[config.mk]
export PLATFORM = sky130hd
export DESIGN_NAME = imem_boot_ctrl
export DESIGN_NICKNAME = d
export VERILOG_FILES = /design/src/rtl/imem_boot_ctrl.sv
export SDC_FILE = /design/constraint.sdc
export NUM_CORES = 1
export LEC_CHECK = 0
export ABC_AREA = 1
export CORE_MARGIN = 10
export CORE_UTILIZATION = 41
export CTS_CLUSTER_DIAMETER = 50
export CTS_CLUSTER_SIZE = 24
export DETAILED_ROUTE_END_ITERATION = 6
export DONT_BUFFER_PORTS = 1
export HOLD_SLACK_MARGIN = 0.03
export RECOVER_POWER = 25
export SLEW_MARGIN = 20
export SYNTH_ARGS = -nofsm -noshare
export SYNTH_HDL_FRONTEND = slang
export SYNTH_SLANG_ARGS = --single-unit
[constraint.sdc]
create_clock -name clk -period 2.8 [get_ports clk]
set_clock_uncertainty 0.05 [all_clocks]
set_input_delay 0.42 -clock clk [delete_from_list [all_inputs] [get_ports clk]]
set_output_delay 0.42 -clock clk [all_outputs]
set_load 0.02 [all_outputs]
[src/rtl/imem_boot_ctrl.sv]
// Instruction-memory boot controller: forwards fetch addresses in normal operation,
// and on request holds the core in reset while a loader streams a program into memory.
module imem_boot_ctrl #(
    parameter int ADDR_W = 10
) (
    input  logic              clk,
    input  logic              rst_n,
    input  logic              ld_start,
    input  logic [ADDR_W:0]   ld_len,
    input  logic              ld_valid,
    input  logic [31:0]       ld_data,
    output logic              ld_ready,
    input  logic [31:0]       cpu_pc,
    output logic [31:0]       cpu_instr,
    output logic              cpu_stall,
    output logic              cpu_rst_n,
    output logic [ADDR_W-1:0] mem_addr,
    output logic              mem_we,
    output logic [31:0]       mem_wdata,
    input  logic [31:0]       mem_rdata,
    output logic              busy,
    output logic              done,
    output logic              err
);

    typedef enum logic [1:0] {
        ST_RUN,
        ST_LOAD,
        ST_RELEASE
    } state_e;

    localparam logic [ADDR_W:0] MAX_LEN = {1'b1, {ADDR_W{1'b0}}};

    state_e          state_q, state_d;
    logic [ADDR_W:0] cnt_q, cnt_d;
    logic [ADDR_W:0] len_q, len_d;
    logic            err_q, err_d;
    logic            done_q, done_d;
    logic            len_ok;
    logic            unused_ok;

    assign len_ok    = (ld_len != '0) && (ld_len <= MAX_LEN);
    assign unused_ok = ^{cpu_pc[31:ADDR_W+2], cpu_pc[1:0]};

    always_ff @(posedge clk) begin
        // NOTE: sequential state uses non-blocking assignments so every flop samples pre-edge values.
        if (!rst_n) begin
            state_q <= ST_RUN;
            cnt_q   <= '0;
            len_q   <= '0;
            err_q   <= 1'b0;
            done_q  <= 1'b0;
        end else begin
            state_q <= state_d;
            cnt_q   <= cnt_d;
            len_q   <= len_d;
            err_q   <= err_d;
            done_q  <= done_d;
        end
    end

    always_comb begin
        // NOTE: every output and next-state gets a default first, so no path infers a latch.
        state_d   = state_q;
        cnt_d     = cnt_q;
        len_d     = len_q;
        err_d     = 1'b0;
        done_d    = 1'b0;
        ld_ready  = 1'b0;
        mem_we    = 1'b0;
        mem_addr  = cpu_pc[ADDR_W+1:2];
        mem_wdata = ld_data;
        cpu_instr = mem_rdata;
        cpu_stall = 1'b0;
        cpu_rst_n = rst_n;

        unique case (state_q)
            ST_RUN: begin
                if (ld_start) begin
                    if (len_ok) begin
                        len_d   = ld_len;
                        cnt_d   = '0;
                        state_d = ST_LOAD;
                    end else begin
                        err_d = 1'b1;
                    end
                end
            end
            ST_LOAD: begin
                // ld_ready depends only on state and reset, never on ld_valid.
                ld_ready  = rst_n;
                mem_addr  = cnt_q[ADDR_W-1:0];
                mem_we    = ld_valid & rst_n;
                cpu_rst_n = 1'b0;
                cpu_stall = 1'b1;
                cpu_instr = '0;
                if (ld_valid && ld_ready) begin
                    cnt_d = cnt_q + 1'b1;
                    if (cnt_q == len_q - 1'b1) begin
                        state_d = ST_RELEASE;
                    end
                end
            end
            ST_RELEASE: begin
                mem_addr  = '0;
                cpu_rst_n = 1'b0;
                cpu_stall = 1'b1;
                cpu_instr = '0;
                done_d    = 1'b1;
                state_d   = ST_RUN;
            end
            default: state_d = ST_RUN;
        endcase
    end

    assign busy = (state_q != ST_RUN);
    assign done = done_q;
    assign err  = err_q;

endmodule

==> summary.md <==
| Metric | Value |
|---|---|
| Status | finished clean |
| CTS Hold Bufs | 0 |
| First DRT Iteration DRCs | ~110 |
| End of the worst register-to-register path | state_q[0] |
| Gp weighted congestion | about 0.82 |
| CTS resizes | 0 |
| Die H | 93.83 µm |
| Drt via density | 5.036 |
| Syn Nets | 491 |
| Max-cap viol count | 0 |
| Non-Filler Instances | 421 |
| Worst-path clk slew | 90 ps |
| Mapped cell area | 2235 µm² |
| Worst R2R Path Depth | 13 |
| Hold crit path type | input port to register |
| Die ar. | 8803 µm² |
| Worst slew margin | 69.88% |
| Fin nets | 468 |
| Synth top area cells | dfxtp_1 23%, inv_1 12%, nor2_1 12% |
| Largest family of logic cells by synthesized area | simple AND/OR/NAND/NOR gates |
| VDD IR-drop max | roughly 0.00035 V |
| Power per cell area | 632.0 nW/µm² |
| Synth area leader | dfxtp_1 |
| Hpwl dp | 5449 µm |
| Crit. End Element | primary output |
| Initial Util | about 43% |
| Clock buffer depth | 2 |
| Max frequency | ~0.43 GHz |
| Post-route DRC | 0 |
| Worst flop-to-flop path startpoint | len_q[0] |
| Vias in the first global route | 2108 |
| Clk sinks | 26 |
| Most frequent cell after synthesis | inv_1 |
| Multiplexer share of the synthesized area | 0% |
| CP Capture Point | mem_addr[1] |
| Slew Limit Fails | 0 |
| Post-DRT Antenna Nets | 0 |
| Worst slew pin tran | approximately 450 ps |
| First-pass GRT wire length | between 10000 and 15000 µm |
| Reg2Reg Setup Slack | between 700 and 800 ps |
| PortBufs | 0 |
| Latest clock arrival within the worst-skew pair | 280 ps |
| GR Overflow Total | 0 |
| Core ar. | ~5200 µm² |
| Root Driver | clkbuf_8 |
| Drt first pass iters | 5 |
| Synth Area in Simple Gates | 34.27% |
| Synth Flop Type | dfxtp_1 |
| Hold slack | 187.6 ps |
| Yosys top cell area share | 23.29% |
| Final setup violation count | 0 |
| Drt wl/cell | 15.29 µm |
| Antenna violations before repair | 0 |
| Share of cells above drive strength 1 | 9.402% |
| Synth Area in XOR/XNOR | 2.744% |
| # IOs | about 190 |
| Post-Route WL | 6435 µm |
| Layout area overhead | -1.344% |
| Synth Area per Inst | 5.959 µm² |
| Compound-Gate Fraction of Synth Area | 11.53% |
| Worst Path Arrival | 1870 ps |
| Worst setup SP type | register |
| Worst EP required | 2330 ps |
| Final core occ | a little over two fifths |
| CP startpoint | state_q[0] |
| Leakage | 1.102 nW |
| Crit path time final | 2336 ps |
| Via count | 2120 |
| Post-Syn Instances | 375 |
| Final Hold Vio Count | 0 |
| WS Path Type | register to primary output |
| Post-CTS Setup Inserts | 0 |
| RSZ-0062 raised after global routing | no |
| #FFs+latches synth | 26 |
| FFs w/ async S/R, synth | 0% |
| Placed cells | 417 |
| H-tree levels | 1 |
| Post-synthesis adder-cell area fraction | roughly 2.8% |
| Library cells used by synthesis | 30 |
| CTS tree | built |
| FP Rows | 26 |
| CTS Buf Count | 3 |
| GRT Total Usage | 13.75% |
| Post-synthesis sequential area ratio | a little under a quarter |
| Ant diodes | 0 |
| Yosys warning total | 0 |
| Largest net degree at the start of global routing | 31 |
| Most frequent cells after synthesis | 73 x inv_1, 69 x nor2_1, 57 x nand2_1 |
| Width of the die | roughly 94 µm |
| Crit Path Max Fanout | 9 |
| Period utilization | between 80 and 90% |
| Sum of negative setup slack | 0 ps |
| Post-synth EDFFs | 0 |
-- metrics by stage --
step | worst slack (ps) | power (mW) | area [µm²]
after detailed placement | 744.3 | 1.089 | 2133
final | 464.0 | 1.393 | 2205
after global placement | 759.1 | 1.083 | 2133
after floorplan | 721.7 | 1.019 | 2235
after global routing | 241.9 | 1.492 | 2205
after CTS | 426.5 | 1.400 | 2205
-- final cells by class --
cell class	count	area, µm²
fillers	577	3000
multi-input cells	233	1147
flip-flops and latches	26	520.5
inverters	76	287.8
repair buffers	12	90.09
well taps	70	87.58
clock buffers	3	41.29
clock inverters	1	30.03
-- layout by cell type (no fill, tap or decap), types with 2 or more instances in the layout --
master	n
a21oi_1	19
buf_4	12
clkbuf_8	3
dfxtp_1	26
ha_1	5
inv_1	73
inv_2	2
nand2_1	57
nand2_2	2
nand2_4	3
nand3_1	23
nand3b_1	2
nand4_1	3
nor2_1	69
nor2_2	5
nor3_1	6
nor3_2	2
o21ai_0	15
o22ai_1	9
xnor2_1	2
xor2_1	5
-- where the power goes --
group | internal (mW) | leakage, nW | total [mW] | switching, mW
Sequential | 0.396 | 0.212 | 0.423 | 0.0273
Combinational | 0.182 | 0.854 | 0.650 | 0.468
Clock | 0.192 | 0.0357 | 0.320 | 0.129
-- flip-flops by register name, summed over array words and instances, names as in the netlist --
name and count:
cnt_q 11, len_q 11, done 1, state_q 2, err 1
-- routing by layer --
metal	up-vias	track usage [%]	routed length, µm
met5	-	0	0
met4	0	4.810	112
met3	13	3.437	396
met2	88	25.00	3290
met1	945	15.02	2635
li1	1074	-	-
-- logic make-up after synthesis --
logic type	count (synthesis)
AO/OA/AOI/OAI	47
XOR/XNOR	7
adder cells (fa/ha/maj)	5
buffers and inverters	116
flip-flops	26
AND/OR/NAND/NOR	174
-- worst max-delay path, cell delays in order (launching register included) --
cell and delay (ps):
dfxtp_1 360, inv_1 70, ha_1 430, nand2_1 260, o22ai_1 270, buf_4 200
-- worst min-delay path by stage --
stage / cells past startpoint / endpoint / from / slack, ps
finish: 2 / done / rst_n / 190
global route: 2 / done / rst_n / 190
CTS: 2 / done / rst_n / 180
detailed placement: 2 / state_q[0] / state_q[0] / 430
global placement: 2 / len_q[10] / len_q[10] / 420
floorplan: 2 / len_q[10] / len_q[10] / 400
(Power assumes the default switching activity.)
